$ cat config.mk
export PLATFORM = sky130hd
export DESIGN_NAME = dac_stream_seq_flat
export DESIGN_NICKNAME = d
export VERILOG_FILES = /design/src/rtl/dac_pkg.sv /design/src/rtl/dac_stream_seq_if.sv /design/src/rtl/dac_wave_acc.sv /design/src/rtl/dac_stream_seq.sv /design/src/flat_wrapper.sv
export SDC_FILE = /design/constraint.sdc
export NUM_CORES = 1
export LEC_CHECK = 0
export CAP_MARGIN = 40
export CORE_UTILIZATION = 45
export DETAILED_ROUTE_END_ITERATION = 10
export PLACE_DENSITY = 0.65
export SLEW_MARGIN = 30
export SYNTH_ARGS = -nofsm -noshare
export SYNTH_HDL_FRONTEND = slang
export SYNTH_SLANG_ARGS = --single-unit
$ cat constraint.sdc
create_clock -name clk -period 4.56 [get_ports clk]
set_input_delay 0.684 -clock clk [delete_from_list [all_inputs] [get_ports clk]]
set_output_delay 0.684 -clock clk [all_outputs]
set_load 0.005 [all_outputs]
$ cat src/rtl/dac_pkg.sv
// dac_pkg: shared encodings for the DAC sample sequencer.
// Mode codes, FSM states and the default sample width.
package dac_pkg;

  localparam int DAC_DATA_W = 12;

  localparam logic [1:0] MODE_RAMP = 2'd0;
  localparam logic [1:0] MODE_TRI  = 2'd1;
  localparam logic [1:0] MODE_EXT  = 2'd2;
  localparam logic [1:0] MODE_HOLD = 2'd3;

  typedef enum logic [2:0] {
    S_IDLE,
    S_WAIT_TICK,
    S_ISSUE,
    S_WAIT_BUSY,
    S_WAIT_DONE,
    S_UPDATE
  } state_t;

endpackage

$ cat src/rtl/dac_stream_seq_if.sv
// dac_stream_seq_if: start/busy handshake toward a serial DAC writer.
// master = sequencer side, slave = DAC driver side.
interface dac_stream_seq_if
  import dac_pkg::*;
#(
  parameter int DATA_W = DAC_DATA_W,
  parameter int CH_W   = 3
);

  logic              dac_start;
  logic [DATA_W-1:0] dac_data;
  logic [CH_W-1:0]   dac_ch;
  logic              dac_busy;

  modport master (
    output dac_start,
    output dac_data,
    output dac_ch,
    input  dac_busy
  );

  modport slave (
    input  dac_start,
    input  dac_data,
    input  dac_ch,
    output dac_busy
  );

endinterface

$ cat src/rtl/dac_wave_acc.sv
// dac_wave_acc: one channel's sample accumulator.
// Advances once per frame by ramp, triangle, external load or hold.
module dac_wave_acc
  import dac_pkg::*;
#(
  parameter int                DATA_W = DAC_DATA_W,
  parameter logic [DATA_W-1:0] INIT   = '0
) (
  input  logic              clk,
  input  logic              rst_n,
  input  logic              i_upd,
  input  logic [1:0]        i_mode,
  input  logic [DATA_W-1:0] i_step,
  input  logic [DATA_W-1:0] i_ext,
  output logic [DATA_W-1:0] o_val
);

  localparam logic [DATA_W-1:0] MAX = '1;

  logic [DATA_W-1:0] r_val;
  logic              r_down;

  assign o_val = r_val;

  // frame update; triangle clamps at the rails and flips direction
  always_ff @(posedge clk or negedge rst_n) begin
    if (!rst_n) begin
      r_val  <= INIT;
      r_down <= 1'b0;
    end else if (i_upd) begin
      unique case (i_mode)
        MODE_RAMP: r_val <= r_val + i_step;
        MODE_TRI: begin
          if (!r_down) begin
            if (r_val > MAX - i_step) begin
              r_val  <= MAX;
              r_down <= 1'b1;
            end else begin
              r_val <= r_val + i_step;
            end
          end else begin
            if (r_val < i_step) begin
              r_val  <= '0;
              r_down <= 1'b0;
            end else begin
              r_val <= r_val - i_step;
            end
          end
        end
        MODE_EXT:  r_val <= i_ext;
        default:   r_val <= r_val;
      endcase
    end
  end

endmodule

$ cat src/rtl/dac_stream_seq.sv
// dac_stream_seq: frame sequencer feeding a busy-handshake DAC writer.
// Issues N_CH channels round-robin once per divider tick.
module dac_stream_seq
  import dac_pkg::*;
#(
  parameter int DATA_W  = DAC_DATA_W,
  parameter int N_CH    = 2,
  parameter int CH_W    = 3,
  parameter int DIV_W   = 16,
  parameter int TIMEOUT = 1023
) (
  input  logic                   clk,
  input  logic                   rst_n,
  input  logic                   enable,
  input  logic [1:0]             mode,
  input  logic [DATA_W-1:0]      step,
  input  logic [DIV_W-1:0]       period,
  input  logic [N_CH*DATA_W-1:0] ext_data,
  input  logic                   clr_err,
  dac_stream_seq_if.master       dac,
  output logic                   frame_done,
  output logic                   overrun,
  output logic                   timeout
);

  localparam int TO_W = $clog2(TIMEOUT + 1);
  localparam logic [CH_W-1:0] LAST_CH = CH_W'(N_CH - 1);
  // counter starts the cycle after dac_start, so the flag
  // lands exactly TIMEOUT cycles after the request
  localparam logic [TO_W-1:0] TO_HIT = TO_W'(TIMEOUT - 2);

  state_t              r_state;
  logic [DIV_W-1:0]    r_div;
  logic                r_busy_q;
  logic [CH_W-1:0]     r_ch;
  logic                r_start;
  logic [DATA_W-1:0]   r_data;
  logic [CH_W-1:0]     r_chout;
  logic                r_fdone;
  logic                r_ovr;
  logic                r_to;
  logic [TO_W-1:0]     r_tcnt;

  logic [DIV_W-1:0]       w_pm1;
  logic                   w_tick;
  logic                   w_busy_fall;
  logic                   w_to_set;
  logic                   w_ovr_set;
  logic                   w_upd;
  logic [CH_W-1:0]        w_nxt_ch;
  logic [DATA_W-1:0]      w_nxt_smp;
  logic [N_CH*DATA_W-1:0] w_acc;

  assign w_pm1 = (period == '0) ? '0
               : period - DIV_W'(1);
  assign w_tick = enable & (r_div >= w_pm1);
  assign w_busy_fall = r_busy_q & ~dac.dac_busy;
  assign w_upd = (r_state == S_UPDATE);
  assign w_to_set = (r_state == S_WAIT_BUSY)
                  & ~dac.dac_busy
                  & (r_tcnt == TO_HIT);
  assign w_ovr_set = w_tick
                   & (r_state != S_WAIT_TICK);
  assign w_nxt_ch = (r_state == S_WAIT_TICK) ? '0
                  : r_ch + CH_W'(1);

  assign dac.dac_start = r_start;
  assign dac.dac_data  = r_data;
  assign dac.dac_ch    = r_chout;
  assign frame_done    = r_fdone;
  assign overrun       = r_ovr;
  assign timeout       = r_to;

  // channel accumulators, phase-spread across the code range
  for (genvar k = 0; k < N_CH; k++) begin : g_acc
    dac_wave_acc #(
      .DATA_W (DATA_W),
      .INIT   (DATA_W'(k * ((2 ** DATA_W) / N_CH)))
    ) u_acc (
      .clk    (clk),
      .rst_n  (rst_n),
      .i_upd  (w_upd),
      .i_mode (mode),
      .i_step (step),
      .i_ext  (ext_data[k*DATA_W +: DATA_W]),
      .o_val  (w_acc[k*DATA_W +: DATA_W])
    );
  end

  // select the sample for the channel about to be issued
  always_comb begin
    w_nxt_smp = '0;
    for (int k = 0; k < N_CH; k++) begin
      if (w_nxt_ch == CH_W'(k))
        w_nxt_smp = w_acc[k*DATA_W +: DATA_W];
    end
  end

  // sample-period divider, free-running while enabled
  always_ff @(posedge clk or negedge rst_n) begin
    if (!rst_n)       r_div <= '0;
    else if (!enable) r_div <= '0;
    else if (w_tick)  r_div <= '0;
    else              r_div <= r_div + DIV_W'(1);
  end

  // busy history for falling-edge detection on clk
  always_ff @(posedge clk or negedge rst_n) begin
    if (!rst_n) r_busy_q <= 1'b0;
    else        r_busy_q <= dac.dac_busy;
  end

  // sticky overrun; a new set beats a simultaneous clear
  always_ff @(posedge clk or negedge rst_n) begin
    if (!rst_n) r_ovr <= 1'b0;
    else        r_ovr <= w_ovr_set | (r_ovr & ~clr_err);
  end

  // frame FSM with registered handshake outputs
  always_ff @(posedge clk or negedge rst_n) begin
    if (!rst_n) begin
      r_state <= S_IDLE;
      r_ch    <= '0;
      r_start <= 1'b0;
      r_data  <= '0;
      r_chout <= '0;
      r_fdone <= 1'b0;
      r_tcnt  <= '0;
      r_to    <= 1'b0;
    end else begin
      r_start <= 1'b0;
      r_fdone <= 1'b0;
      r_to    <= w_to_set | (r_to & ~clr_err);
      unique case (r_state)
        S_IDLE: begin
          if (enable) r_state <= S_WAIT_TICK;
        end
        S_WAIT_TICK: begin
          if (w_tick) begin
            r_ch    <= w_nxt_ch;
            r_chout <= w_nxt_ch;
            r_data  <= w_nxt_smp;
            r_start <= 1'b1;
            r_state <= S_ISSUE;
          end else if (!enable) begin
            r_state <= S_IDLE;
          end
        end
        S_ISSUE: begin
          r_tcnt  <= '0;
          r_state <= S_WAIT_BUSY;
        end
        S_WAIT_BUSY: begin
          if (dac.dac_busy) r_state <= S_WAIT_DONE;
          else if (w_to_set) r_state <= S_WAIT_TICK;
          else r_tcnt <= r_tcnt + TO_W'(1);
        end
        S_WAIT_DONE: begin
          if (w_busy_fall) begin
            if (r_ch != LAST_CH) begin
              r_ch    <= w_nxt_ch;
              r_chout <= w_nxt_ch;
              r_data  <= w_nxt_smp;
              r_start <= 1'b1;
              r_state <= S_ISSUE;
            end else begin
              r_fdone <= 1'b1;
              r_state <= S_UPDATE;
            end
          end
        end
        S_UPDATE: begin
          r_state <= enable ? S_WAIT_TICK : S_IDLE;
        end
        default: r_state <= S_IDLE;
      endcase
    end
  end

endmodule

$ cat src/flat_wrapper.sv
// flat-port wrapper written by rule: the top's interface ports become plain ports
module dac_stream_seq_flat import dac_pkg::*;
#(
  parameter int DATA_W  = DAC_DATA_W,
  parameter int N_CH    = 2,
  parameter int CH_W    = 3,
  parameter int DIV_W   = 16,
  parameter int TIMEOUT = 1023
)
  (clk, rst_n, enable, mode, step, period, ext_data, clr_err, frame_done, overrun, timeout, dac_dac_start, dac_dac_data, dac_dac_ch, dac_dac_busy);
  dac_stream_seq_if #(.DATA_W(DATA_W), .CH_W(CH_W)) dac_i ();
  input  logic clk;
  input  logic rst_n;
  input  logic enable;
  input  logic [1:0] mode;
  input  logic [DATA_W-1:0] step;
  input  logic [DIV_W-1:0] period;
  input  logic [N_CH*DATA_W-1:0] ext_data;
  input  logic clr_err;
  output logic frame_done;
  output logic overrun;
  output logic timeout;
  output wire logic [$bits(dac_i.dac_start)-1:0] dac_dac_start;
  output wire logic [$bits(dac_i.dac_data)-1:0] dac_dac_data;
  output wire logic [$bits(dac_i.dac_ch)-1:0] dac_dac_ch;
  input wire logic [$bits(dac_i.dac_busy)-1:0] dac_dac_busy;
  assign dac_dac_start = dac_i.dac_start;
  assign dac_dac_data = dac_i.dac_data;
  assign dac_dac_ch = dac_i.dac_ch;
  assign dac_i.dac_busy = dac_dac_busy;
  dac_stream_seq #(.DATA_W(DATA_W), .N_CH(N_CH), .CH_W(CH_W), .DIV_W(DIV_W), .TIMEOUT(TIMEOUT)) u_core (.clk(clk), .rst_n(rst_n), .enable(enable), .mode(mode), .step(step), .period(period), .ext_data(ext_data), .clr_err(clr_err), .dac(dac_i), .frame_done(frame_done), .overrun(overrun), .timeout(timeout));
endmodule
# --- Yosys cells after proc, flatten, opt, wreduce, memory -nomap -nowiden ---
# Cells that the tools add are included.
# W data, S select, Z words.
totals:
  regBits: 75
  output_inout_bits: 19
classes:
  addsub: 9
  n_lt_le_gt_ge: 5
  eq_ne: 19
  muxes: 47
  bitwise: 11
  n_reduce_logical: 12
ops:
  columns: ["op", "n"]
  rows:
  - ["$mux W12", 11]
  - ["$pmux W12 S3", 2]
  - ["$mux W16", 3]
  - ["$mux W3", 11]
  - ["$add A12 B12 Y12", 2]
  - ["$gt A12 B12 Y1", 2]
  - ["$lt A12 B12 Y1", 2]
  - ["$pmux W12 S2", 1]
  - ["$sub A12 B12 Y12", 2]
  - ["$mux W10", 2]
  - ["$pmux W10 S2", 1]
  - ["$pmux W3 S6", 1]
  - ["$add A16 B1 Y16 const B", 1]
  - ["$ge A16 B16 Y1", 1]
  - ["$logic_not A16 Y1", 1]
  - ["$sub A16 B1 Y16 const B", 1]
  - ["$mux W1", 13]
  - ["$sub A12 B12 Y12 const A", 1]
  - ["$add A10 B1 Y10 const B", 1]
  - ["$eq A10 B10 Y1 const B", 1]
  - ["$reduce_and A4 Y1", 2]
  - ["$and A1 B1 Y1", 7]
  - ["$eq A3 B1 Y1 const B", 2]
  - ["$eq A3 B2 Y1 const B", 2]
  - ["other kinds (18)", 30]

# --- Logic depth before layout (Yosys ltp) ---
logic_depth:
  depth_word: 8
  depth_mapped: 16
  depth_no_buf: 15

# --- Cells and area by module ---
# A second synthesis with hierarchy kept.
unflattened:
  hier_cells: 954
  hier_area_um2: 7878.8
by_module_without_submodules:
  columns: ["module", "n_inst", "cells_each", "area_per_inst_um2", "seq_area_each_um2"]
  rows:
  - ["dac_stream_seq", 1, 341, 3275.6, 1226.2]
  - ["dac_wave_acc at u_core.g_acc[1].u_acc", 1, 316, 2339.7, 326.6]
  - ["dac_wave_acc at u_core.g_acc[0].u_acc", 1, 297, 2263.4, 325.3]

# --- Least setup slack after synthesis ---
# Ideal clock, no wire load.
synth_timing:
  path_type: "input port to flip-flop"
  from: "in period[11]"
  to: "reg u_core.r_state[1]"
  setup_time_ns: 0.136
  t_arrival_ns: 3.800
  t_required_ns: 4.424
  path_slack_ns: 0.624
  path_stages: 12
  path_cell_list: "or4_1 nor4_1 nand3_1 clkbuf_1 nand2_1 ha_1 a211o_1 a21oi_1 o21ai_0 a221oi_2 nor2_1 or3b_2"
synth_between:
  elab_chain_len: 6
  word_cells_on_any_way: 9
  cone_classes: "1 x add/sub; 1 x order compare; 1 x eq/ne; 3 x mux; 1 x bitwise; 2 x reduce/logical"
synth_lines:
  columns: ["item", "line_no", "source"]
  rows:
  - ["from (decl)", "flat_wrapper.sv:17", "input logic [DIV_W-1:0] period;"]
  - ["$sub A16 B1 Y16 or $logic_not A16 Y1 (tied branches)", "dac_stream_seq.sv:55, dac_stream_seq.sv:54", null]
  - ["$mux W16 (*)", "dac_stream_seq.sv:54", "assign w_pm1 = (period == '0) ? '0"]
  - ["$ge A16 B16 Y1 (*)", "dac_stream_seq.sv:56", "assign w_tick = enable & (r_div >= w_pm1);"]
  - ["$and A1 B1 Y1 (*)", "dac_stream_seq.sv:56", null]
  - ["$mux W3 or $ne A3 B2 Y1 (tied branches)", null, null]
  - ["$pmux W3 S6 or $reduce_and A4 Y1 (tied branches)", null, null]
  - ["to (signal assigned)", "dac_stream_seq.sv:173", "r_state <= enable ? S_WAIT_TICK : S_IDLE;"]
  - ["to (decl)", "dac_stream_seq.sv:32", "state_t r_state;"]
# Every way passes the cells marked *; elsewhere a longest branch is shown, timed or not.
# A chain may end at the register's enable or synchronous reset.

# --- Worst setup path after layout ---
layout_timing:
  from: "in period[5]"
  to: "reg u_core.r_state[1]"
# The elaborated chain is that of the path after synthesis.

==> results.sh <==
export IMPL_slowest_stage="clkdlybuf4s50_1"
export IMPL_dr_pass1_iters=5
export IMPL_period_needed_ns=4.08
export IMPL_holdWs_ns=0.347
export IMPL_die_area_mm2=0.0163
export IMPL_synth_area_top_cells="dfrtp_1, ha_1, nor2_1"
export IMPL_cts_tree="yes"
export IMPL_synth_cell_type_count=68
export IMPL_grt_max_degree=76
export IMPL_timing_slew_headroom=0.494
export IMPL_io_buffers=77
export IMPL_diodes=0
export IMPL_path_clk_slew_ns=0.06
export IMPL_yosys_top_cells_count="nor2_1, ha_1, dfrtp_1"
export IMPL_nets=1076
export IMPL_cp_start_kind="input pin"
export IMPL_wl_per_cell_um=18.0
export IMPL_grt_setup_unrepaired="false"
export IMPL_finalWeightedCongestion=0.931
export IMPL_grt_pass1_wl_mm=33.3
export IMPL_multi_input_area_mm2=0.00481
export IMPL_clockBufferDepth=2
export IMPL_netlist_area_leader_share=0.261
export IMPL_ys_flop_type="dfrtp_1"
export IMPL_maxCapViolCount=0
export IMPL_maxSlewViolCount=0
export IMPL_drc_errors=0
export IMPL_grt_ovfl_total=0
export IMPL_final_layout_size_suffix_gt1_frac=0.0467
export IMPL_grt_pass1_vias=6398
export IMPL_synth_edff_count=0
export IMPL_p_leak_nw=3.66
export IMPL_tightest_slew_ns=0.758
export IMPL_status="finished, final reports clean"
export IMPL_synth_top_area_cell="dfrtp_1"
export IMPL_clock_skew_ns=0.00888
export IMPL_post_place_cells=1136
export IMPL_cts_resized_gates=0
export IMPL_finalHoldViolCount=0
export IMPL_start_util=0.463
export IMPL_post_cts_buffers=0
export IMPL_die_h_um=128
export IMPL_cp_data_arrival_time_ns=4.30
export IMPL_cpPeakStageDelay_ns=0.47
export IMPL_finalWirelength_mm=20.7
export IMPL_drtIter0Drc=585
export IMPL_cts_hold_buf=0
export IMPL_ys_seq_area_frac=0.265
export IMPL_h_tree_depth=3
export IMPL_grt_use_total=0.263
export IMPL_clkLatencyLatePin_ns=0.35
export IMPL_setup_viol=0
export IMPL_cts_num_sinks=75
export IMPL_synth_async_reset_ratio=1.00
export IMPL_post_dp_hpwl_mm=15.6
export IMPL_end_kind="flop"
export IMPL_fin_tns_setup_ns=0
export IMPL_core_mm2=0.0153
export IMPL_yosys_warnings=0
export IMPL_num_rows=45
export IMPL_path_max_fanout=6
export IMPL_fill_cells=1508
export IMPL_crit_chain="clkdlybuf4s50_1 > or3_1 > nor4_1 > nand2_1 > nor3_1 > xor2_1 > nand2_1 > ha_1 > nand3_1 > o211ai_1 > nor4_1 > a21oi_1 > a221oi_2 > buf_4 > nor2_1 > or3b_2"
export IMPL_power_density_mw_per_mm2=317
export IMPL_final_cells=1153
export IMPL_final_antenna_net_count=0
export IMPL_seqCellArea_mm2=0.00188
export IMPL_root_buffer="clkbuf_16"
export IMPL_ir_worst_vdd_v=0.000250
export IMPL_min_path_type="in2async"
export IMPL_grt_antenna_before_repair=1
export IMPL_critPathKind="in2reg"
export IMPL_avgSynthCellArea_um2=8.04
export IMPL_yosysMostFrequentCell="nor2_1"
export IMPL_synthesis_nets=1021
export IMPL_synth_seq_cells=75
export IMPL_postSynthCellCount=882
export IMPL_fin_crit_sh=0.894
export IMPL_cp_top_family="simple AND/OR/NAND/NOR gates"
export IMPL_syn_cell_area_mm2=0.00709
export IMPL_io_pins=78
export IMPL_crit_buf_inv=2
export IMPL_area_delta_synth_final_pct=16.9
export IMPL_via_count=6768
export IMPL_max_clock_freq_mhz=245
export IMPL_via_per_inst=5.87
export IMPL_numCtsBuffers=9
export IMPL_die_w_um=128
export IMPL_worstPathRequired_ns=4.78
## sequential cells by signal (all words and copies together), names as in the netlist
register / cells
u_core.r_busy_q: 1
u_core.dac.dac_start: 1
u_core.g_acc.u_acc.r_down: 2
u_core.timeout: 1
u_core.r_ch: 3
u_core.dac.dac_data: 12
u_core.r_tcnt: 10
u_core.r_state: 3
u_core.frame_done: 1
u_core.overrun: 1
u_core.r_div: 16
u_core.g_acc.u_acc.o_val: 24
## cell usage in the layout, fill, tap and decap left out, drive strengths merged, types with 7 or more instances in the layout
cell / n
xor2: 32
clkbuf: 12
dfrtp: 74
o211ai: 14
nand2: 72
nor3: 23
o21ai: 57
buf: 8
clkdlybuf4s50: 76
o21bai: 8
a221oi: 16
nor2b: 18
a22oi: 13
a221o: 7
nor2: 102
inv: 56
and3: 9
o21a: 8
nand3: 27
nand4: 8
a21oi: 61
o31ai: 7
a31oi: 12
xnor2: 33
nand2b: 11
o22ai: 12
ha: 76
nor4: 9
## where the power goes
part	switching (mW)	internal, mW	leakage (nW)
Sequential	0.0770	0.715	0.996
Combinational	0.640	0.446	2.51
Clock	0.310	0.442	0.150
Total	1.03	1.60	3.66
## layer usage
layer / share of wire / global-route usage / vias up
li1: - / - / 3285
met1: 0.45 / 0.354 / 3191
met2: 0.46 / 0.428 / 251
met3: 0.064 / 0.0490 / 41
met4: 0.025 / 0.0798 / 0
met5: 0 / 0 / -
## cell families after synthesis
logic type / after synthesis / synth area share
and+or+nand+nor: 306 / 0.206
buffers and inverters: 96 / 0.0568
muxes: 1 / 0.00141
DFF: 75 / 0.265
AOI/OAI and AO/OA: 259 / 0.245
xor gates and xnor gates: 65 / 0.0803
adders and majority gates: 80 / 0.145
## layout make-up
cell class | instances | area share
Tap cell | 211 | 0.0318
Multi-Input combinational cell | 711 | 0.580
Clock inverter | 5 | 0.00740
Timing Repair Buffer | 85 | 0.0999
Clock buffer | 11 | 0.0293
Sequential cell | 75 | 0.227
Inverter | 55 | 0.0249
## per-stage QoR
stage	total power, mW	util	setup slack, ns	area (µm²)
after detailed placement	1.87	0.521	0.143	7980
final	2.63	0.541	0.484	8290
after CTS	2.63	0.541	0.500	8290
after global routing	2.79	0.541	0.103	8290
after floorplan	1.56	-	0.624	7090
after global placement	1.86	0.521	0.217	7980
## worst paths after layout
path | start | end | slack, ns | cells after the start
setup / recovery | period[5] | u_core.r_state[1] | 0.48 | 16
hold / removal | rst_n | u_core.r_tcnt[8] | 0.35 | 1
setup reg to reg | u_core.g_acc[0].u_acc.o_val[0] | u_core.g_acc[0].u_acc.o_val[0] | 1.66 | 12
hold reg to reg | u_core.r_div[0] | u_core.r_div[0] | 0.51 | 1
max in group asynchronous | rst_n | u_core.r_div[10] | 3.70 | 1
min in group clk | u_core.r_div[0] | u_core.r_div[0] | 0.51 | 1
(Power assumes the default switching activity.)
